File: config.mk
export PLATFORM = sky130hd
export DESIGN_NAME = sha1_stream_core
export DESIGN_NICKNAME = d
export VERILOG_FILES = /design/src/rtl/sha1_pkg.sv /design/src/rtl/sha1_round.sv /design/src/rtl/sha1_stream_core.sv
export SDC_FILE = /design/constraint.sdc
export NUM_CORES = 2
export LEC_CHECK = 0
export BUFFER_PORTS_ARGS = -buffer_cell sky130_fd_sc_hd__buf_4
export CAP_MARGIN = 20
export CORE_MARGIN = 1.5
export CORE_UTILIZATION = 67
export CTS_CLUSTER_SIZE = 25
export DETAILED_ROUTE_END_ITERATION = 10
export PLACE_DENSITY = 0.85
export SYNTH_ARGS = -nofsm -noshare
export SYNTH_HDL_FRONTEND = slang
export SYNTH_HIERARCHICAL = 1
export SYNTH_SLANG_ARGS = --single-unit
File: constraint.sdc
create_clock -name clk -period 37.1 [get_ports clk]
set_clock_uncertainty 0.05 [all_clocks]
set_input_delay 1.855 -clock clk [delete_from_list [all_inputs] [get_ports clk]]
set_output_delay 1.855 -clock clk [all_outputs]
set_load 0.1 [all_outputs]
File: src/rtl/sha1_pkg.sv
// sha1_pkg: shared SHA-1 constants, working-variable struct, FSM state enum and round helper functions.
// No ports; imported by sha1_round and sha1_stream_core.
package sha1_pkg;

    localparam logic [31:0] H0 = 32'h67452301;
    localparam logic [31:0] H1 = 32'hefcdab89;
    localparam logic [31:0] H2 = 32'h98badcfe;
    localparam logic [31:0] H3 = 32'h10325476;
    localparam logic [31:0] H4 = 32'hc3d2e1f0;

    localparam logic [31:0] K0 = 32'h5a827999;
    localparam logic [31:0] K1 = 32'h6ed9eba1;
    localparam logic [31:0] K2 = 32'h8f1bbcdc;
    localparam logic [31:0] K3 = 32'hca62c1d6;

    // Packed with a in the top bits so a whole hash state reads out as {H0..H4}.
    typedef struct packed {
        logic [31:0] a;
        logic [31:0] b;
        logic [31:0] c;
        logic [31:0] d;
        logic [31:0] e;
    } sha1_vars_t;

    localparam sha1_vars_t IV = '{a: H0, b: H1, c: H2, d: H3, e: H4};

    typedef enum logic [1:0] {IDLE, ROUND, UPDATE, OUT} state_t;

    function automatic logic [31:0] rotl(input logic [31:0] x, input int n);
        return (x << n) | (x >> (32 - n));
    endfunction

    function automatic logic [31:0] f_ch(input logic [31:0] b, input logic [31:0] c, input logic [31:0] d);
        return (b & c) | (~b & d);
    endfunction

    function automatic logic [31:0] f_parity(input logic [31:0] b, input logic [31:0] c, input logic [31:0] d);
        return b ^ c ^ d;
    endfunction

    function automatic logic [31:0] f_maj(input logic [31:0] b, input logic [31:0] c, input logic [31:0] d);
        return (b & c) | (b & d) | (c & d);
    endfunction

    function automatic logic [31:0] k_sel(input logic [6:0] t);
        return t < 7'd20 ? K0 : t < 7'd40 ? K1 : t < 7'd60 ? K2 : K3;
    endfunction

endpackage

File: src/rtl/sha1_round.sv
// sha1_round: one combinational SHA-1 round.
// Ports: v (a..e in), w (schedule word W[t]), t (round index 0..79), v_next (a..e out).
module sha1_round
    import sha1_pkg::*;
(
    input  sha1_vars_t  v,
    input  logic [31:0] w,
    input  logic [6:0]  t,
    output sha1_vars_t  v_next
);

    logic [31:0] f;

    always_comb begin
        f = t < 7'd20                  ? f_ch(v.b, v.c, v.d)
          : (t >= 7'd40 && t < 7'd60) ? f_maj(v.b, v.c, v.d)
          :                             f_parity(v.b, v.c, v.d);
    end

    assign v_next = '{
        a: rotl(v.a, 5) + f + v.e + k_sel(t) + w,
        b: v.a,
        c: rotl(v.b, 30),
        d: v.c,
        e: v.d
    };

endmodule

File: src/rtl/sha1_stream_core.sv
// sha1_stream_core: SHA-1 compression engine taking pre-padded 512-bit blocks as 32-bit words,
// running ROUNDS_PER_CYCLE rounds per clock and presenting the chained 160-bit digest.
// Ports: clk, rst_n (sync, active-low); in_data/in_valid/in_ready word stream with in_first
// (word 0: start from IV) and in_last (word 15: final block); digest/digest_valid/digest_ready
// output handshake; busy high whenever the core is not idle.
module sha1_stream_core
    import sha1_pkg::*;
#(
    parameter int ROUNDS_PER_CYCLE = 1
) (
    input  logic         clk,
    input  logic         rst_n,
    input  logic [31:0]  in_data,
    input  logic         in_valid,
    output logic         in_ready,
    input  logic         in_first,
    input  logic         in_last,
    output logic [159:0] digest,
    output logic         digest_valid,
    input  logic         digest_ready,
    output logic         busy
);

    localparam int R = ROUNDS_PER_CYCLE;
    localparam logic [6:0] STEP = 7'(R);
    localparam logic [6:0] LAST_STEP = 7'(80 - R);

    generate
        if (!(R == 1 || R == 2 || R == 4)) begin : g_bad_rounds
            $error("sha1_stream_core: ROUNDS_PER_CYCLE must be 1, 2 or 4");
        end
    endgenerate

    state_t      state, state_next;
    logic [3:0]  word_cnt;
    logic [6:0]  round_cnt;
    logic        first_l, last_l;
    logic        hs;
    logic [31:0] w [16];
    logic [31:0] ext [16+R];
    sha1_vars_t  v, h, base, h_sum;
    sha1_vars_t  chain [R+1];

    assign in_ready     = state == IDLE;
    assign digest_valid = state == OUT;
    assign busy         = state != IDLE;
    assign hs           = in_valid && in_ready;

    always_ff @(posedge clk) begin
        if (!rst_n) state <= IDLE;
        else        state <= state_next;
    end

    always_comb begin
        state_next = state;
        case (state)
            IDLE:    if (hs && word_cnt == 4'd15) state_next = ROUND;
            ROUND:   if (round_cnt == LAST_STEP) state_next = UPDATE;
            UPDATE:  state_next = last_l ? OUT : IDLE;
            OUT:     if (digest_ready) state_next = IDLE;
            default: state_next = IDLE;
        endcase
    end

    // The register holds W[t..t+15] at w[0..15]; ext appends the next R expanded words
    // so that this cycle's rounds read ext[0..R-1] and the window slides by R.
    always_comb begin
        for (int i = 0; i < 16; i++) ext[i] = w[i];
        for (int j = 0; j < R; j++) ext[16+j] = rotl(ext[13+j] ^ ext[8+j] ^ ext[2+j] ^ ext[j], 1);
    end

    assign chain[0] = v;

    for (genvar i = 0; i < R; i++) begin : g_round
        sha1_round u_round (
            .v      (chain[i]),
            .w      (ext[i]),
            .t      (round_cnt + 7'(i)),
            .v_next (chain[i+1])
        );
    end

    // A block started with in_first finalises against the IV, not the previous hash.
    assign base  = first_l ? IV : h;
    assign h_sum = '{a: base.a + v.a, b: base.b + v.b, c: base.c + v.c, d: base.d + v.d, e: base.e + v.e};

    always_ff @(posedge clk) begin
        if (!rst_n) begin
            h         <= IV;
            digest    <= '0;
            word_cnt  <= '0;
            round_cnt <= '0;
            first_l   <= 1'b0;
            last_l    <= 1'b0;
        end else begin
            if (hs) begin
                word_cnt <= word_cnt + 4'd1;
                if (word_cnt == 4'd0) first_l <= in_first;
                if (word_cnt == 4'd15) last_l <= in_last;
            end
            if (state == ROUND) round_cnt <= round_cnt + STEP;
            if (state == UPDATE) begin
                h         <= h_sum;
                round_cnt <= '0;
                if (last_l) digest <= h_sum;
            end
        end
    end

    // Schedule and working variables need no reset: word 0 of every block reloads them.
    always_ff @(posedge clk) begin
        if (rst_n && hs) begin
            for (int i = 0; i < 15; i++) w[i] <= w[i+1];
            w[15] <= in_data;
            if (word_cnt == 4'd0) v <= in_first ? IV : h;
        end else if (state == ROUND) begin
            for (int i = 0; i < 16; i++) w[i] <= ext[i+R];
            v <= chain[R];
        end
    end

endmodule
; Yosys cells after proc, flatten, opt, wreduce, memory -nomap -nowiden
; Memories as Yosys holds them, arrays and structs flattened.
; Cells that the tools add are included.
[op_classes]
n_div = 0
add_sub_neg = 11
magnitude_cmp = 4
mul = 0
reduce_logical = 14
muxes = 36
shift = 0
eq_ne = 9
bitwise = 33
[ops]
columns = op, count
row1 = $mux W160, 5
row2 = $mux W32, 20
row3 = $add A32 B32 Y32, 9
row4 = $xor A32 B32 Y32, 5
row5 = $and A32 B32 Y32, 4
row6 = $or A32 B32 Y32, 3
row7 = $not A32 Y32, 1
row8 = $or A32 B1 Y32, 1
row9 = $or A32 B30 Y32, 1
row10 = $or A32 B5 Y32, 1
row11 = $mux W31, 1
row12 = $or A1 B1 Y1, 16
row13 = $lt A7 B6 Y1 const B, 2
row14 = $mux W2, 4
row15 = $pmux W2 S4, 1
row16 = $reduce_and A2 Y1, 4
row17 = $add A7 B1 Y7 const B, 1
row18 = $eq A7 B7 Y1 const B, 1
row19 = $ge A7 B6 Y1 const B, 1
row20 = $lt A7 B5 Y1 const B, 1
row21 = $ne A2 B1 Y1 const B, 3
row22 = $mux W1, 5
row23 = $add A4 B1 Y4 const B, 1
row24 = $eq A2 B2 Y1 const B, 2
row25 = other kinds (10), 14
[totals]
latch_bits = 0
in_bits = 38
romBits = 0
reg_bits = 495
ram_bits = 512
mem_count = 1
[memory_table]
columns = name, words, width, rd, rd_ports_with_merged_regs, wr, line_no
row1 = w, 16, 32, 16, 0, 16, sha1_stream_core.sv:39  ; logic [31:0] w [16];

; Depth between registers and ports, before layout
[depth]
ltp_word = 11
depth_mapped = 25

; Modules after synthesis
; The synthesis kept the hierarchy.
[by_module_without_submodules]
columns = mod, instances, area_each_um2, seq_area_each_um2, cells_per_inst
row1 = sha1_stream_core, 1, 43869.6, 26885.8, 3856
row2 = sha1_round, 1, 6911.6, 0.0, 882

; Worst setup path after synthesis
; Ideal clock, no wire load.
[synth_timing]
path_kind = input-to-reg
from = in in_valid
to = mem w[0][0], enable pin
path_buffers = 4
t_arrival_ns = 11.490
stages = 7
path_slack_ns = 21.864
setup_time_ns = 3.696
cell_sequence = and2_1 clkbuf_1 nand2_1 clkbuf_1 clkbuf_1 clkbuf_1 nand2_1
[synth_lines]
columns = element, line_no
row1 = from (decl), sha1_stream_core.sv:14  ; input logic in_valid,
row2 = to (decl), sha1_stream_core.sv:39

==> results.toml <==
[placed_design]
post-dp-hpwl_mm = 93.5
io_buffer_count = 200
dpl.cell_count = 5591
gp_congestion = 0.981

[clock_tree]
ctsResizeCount = 0
cts_tree = "done"
clkSlewWorstSetupHoldPaths_ns = 0.07
ctsLongestPathBuffers = 3
holdBufCountCts = 0
cts_buffers = 98
clk_latency_ns = 0.71
cts_root_buf = "clkbuf_16"
cts_sinks = 1007
cts_max_level = 3
postCtsSetupRepairBufs = 0

[layout]
final_cells = 5778
syn2layout_area_growth_pct = 9.10
drive_gt1_share_pct = 10.7
layout.nets = 5089

[logic_synthesis]
yosys_register_bits = 1007
synth_xor_area_share_pct = 4.73
synth-compound-area-share_pct = 13.3
synthCells = 4738
synthArstFlopShare_pct = 0
ys_warn_count = 6
syn_nets = 5102
synth-main-ff-cell = "edfxtp_1"
muxShareOfSynthArea_pct = 0.811
synth_cell_types = 89
synth_top_family_by_area = "compound AO/OA/AOI/OAI gates"
synth_area_per_cell_um2 = 10.7
netlist_area_um2 = 50800
synth_edf_count = 672
synthAdderAreaFrac_pct = 9.88
ys_seq_area_share_pct = 52.9
synthSimpleGateAreaFrac_pct = 12.8

[worst_setup_path]
crit_type = "reg -> reg"
endpoint_kind = "flip-flop"
critical_path.max_fanout = 36
crit_required_ns = 37.41
startpoint = "round_cnt[4]"
start_kind = "flip-flop"
cp.arrival_ns = 7.23
reg2reg_slack_ns = 30.18
r2r-start = "round_cnt[4]"

[routing]
drtPass1Iterations = 9
via_per_inst = 6.24
dr_total_vias = 36043
drc = 0
routedWlPerCell_um = 23.7
antenna_left = 0
routed_wl_mm = 137
drt_iter0_markers = 4511

[worst_hold_path]
min_from = "w[0][188]"
hp-class = "reg -> reg"

[floorplanning]
num_rows = 100
die_h_um = 278
coreArea_um2 = 74700
num_io_pins = 201
initial_utilization_pct = 68.0
die-area_um2 = 77500
die_w_um = 278

[timing]
period_minus_slack_ns = 6.92
finalSetupViolCount = 0
final.period_utilization_pct = 18.7
finalSetupTns_ns = 0
fin_hold_ws_ns = 0.342
hold_viol_final = 0
slew_viol_final = 0
worst_pin_slew_ns = 1.12
rsz0062_at_grt = "no"
slew_headroom_pct = 25.4
max_freq_ghz = 0.144

[global_route]
grt_max_degree = 198
first_global_vias = 33802
grt_usage_pct = 35.0
grt_pass1_wl_mm = 204
antenna_found_initial = 1
grt.overflow.total = 0

[outcome]
status = "finished clean"

[pwr]
power_density_nw_per_um2 = 58.9
power_leakage_nw = 21.5
vdd_drop_max_mv = 0.0482

[run]
drv_cap = 0
[cells in the mapped netlist (6+ instances only)]
master	number	area share, %
o21ai_1	21	0.21
a21o_1	108	1.6
a211o_1	6	0.10
xnor2_1	196	3.4
a21boi_0	6	0.089
nand4_1	34	0.42
a311oi_1	6	0.10
nor3b_1	6	0.089
a31oi_1	33	0.41
edfxtp_1	672	40
a41oi_1	10	0.17
nor2_1	312	2.3
nand3_1	88	0.87
nor2b_1	102	1.3
clkbuf_1	195	1.4
or3_1	12	0.15
nor4_1	7	0.086
and2_1	16	0.20
o211ai_1	13	0.19
o21bai_1	18	0.27
o21a_1	25	0.37
mux2_2	25	0.55
a21oi_1	300	3.0
or4_1	8	0.12
mux2i_1	13	0.26
o21ai_0	308	3.0
o31ai_1	9	0.13
a22o_1	45	0.78
xor2_1	78	1.3
inv_1	272	2.0
ha_1	201	5.0
nand2b_1	103	1.3
nand2_1	561	4.1
nor3_1	24	0.24
buf_1	15	0.11
a211oi_1	48	0.71
o22a_1	57	0.98
dfxtp_1	335	13
or2_2	84	1.0
o2111ai_1	7	0.12
and3_1	22	0.27
buf_4	129	1.9
fa_1	125	4.9
[worst max-delay path, stage by stage (launching register included)]
cell	delay [ns]
dfxtp_1	0.50
and3_1	0.29
nor3_4	0.06
buf_4	0.28
inv_2	0.59
nand2_1	0.12
nand3_1	0.10
o21ai_0	0.17
fa_1	0.55
inv_1	0.06
fa_1	0.51
inv_1	0.06
fa_1	0.53
inv_1	0.04
ha_1	0.38
o21a_1	0.25
o211a_1	0.21
a221oi_1	0.56
a31oi_2	0.20
o21ai_1	0.25
a31o_1	0.30
mux2i_1	0.21
o311ai_1	0.11
nand2_1	0.07
o21ai_0	0.08
[per-stage QoR]
stage | area [um^2] | total power [mW] | utilization (%) | worst slack [ns]
3_3_place_gp | 52000 | 2.22 | 69.7 | 30.59
3_5_place_dp | 52000 | 2.23 | 69.7 | 30.45
6_report | 55400 | 3.26 | 74.2 | 30.18
5_1_grt | 55400 | 3.40 | 74.2 | 29.89
2_1_floorplan | 50800 | 2.03 | - | 21.86
4_1_cts | 55300 | 3.24 | 74.1 | 30.34
[state kept, by name, indices dropped and copies added (netlist names)]
name / flops
digest: 160
round_cnt: 7
h: 160
chain: 160
last_l: 1
w: 512
state: 2
first_l: 1
word_cnt: 4
[where the power goes]
part / internal [mW] / switching (mW)
combinational: 0.348 / 0.541
clock: 0.572 / 0.448
sequential: 1.28 / 0.0754
[path summary, 6_finish.rpt]
kind	depth (start not counted)	endpoint
setup reg to reg	24	chain[317]
setup / recovery	24	chain[317]
hold reg to reg	0	w[0][156]
hold / removal	0	w[0][156]
[placed cells by master, fill, tap and decap left out, drive strengths merged, types with 49 or more instances in the layout]
cell type / instances
nand3: 88
inv: 275
or2: 85
dfxtp: 335
o22a: 57
nand2b: 103
nor2b: 103
a211oi: 49
buf: 232
nor2: 312
fa: 125
xor2: 78
a21oi: 300
edfxtp: 672
o21ai: 330
a21o: 109
xnor2: 196
clkbuf: 123
ha: 201
nand2: 561
[cell type report]
type | count | area (um^2)
flip-flops and latches | 1007 | 26900
multi-input cells | 3112 | 21100
fillers | 5036 | 19300
clock buffers | 123 | 2600
repair buffers | 232 | 1830
well taps | 969 | 1210
inverters | 274 | 1030
clock inverters | 60 | 693
diodes | 1 | 2.50
[cell families (layout without fill, tap and decap cells)]
logic type | Yosys count | count (layout)
other | 0 | 1
adders and majority gates | 326 | 326
xor gates and xnor gates | 274 | 274
DFF | 1007 | 1007
buffers and inverters | 619 | 689
muxes | 38 | 38
AOI/OAI and AO/OA | 1075 | 1075
and+or+nand+nor | 1399 | 1399
[layer usage]
layer  vias to the layer above  routed length [um]  global-route usage [%]
met1                     17492               55800                    49.0
met3                       356               11600                    4.99
met5                         -                   0                       0
met4                         0                7610                    17.8
met2                      1807               62100                    53.6
li1                      16388                   -                       -
Power figures use the tool's default switching activity.
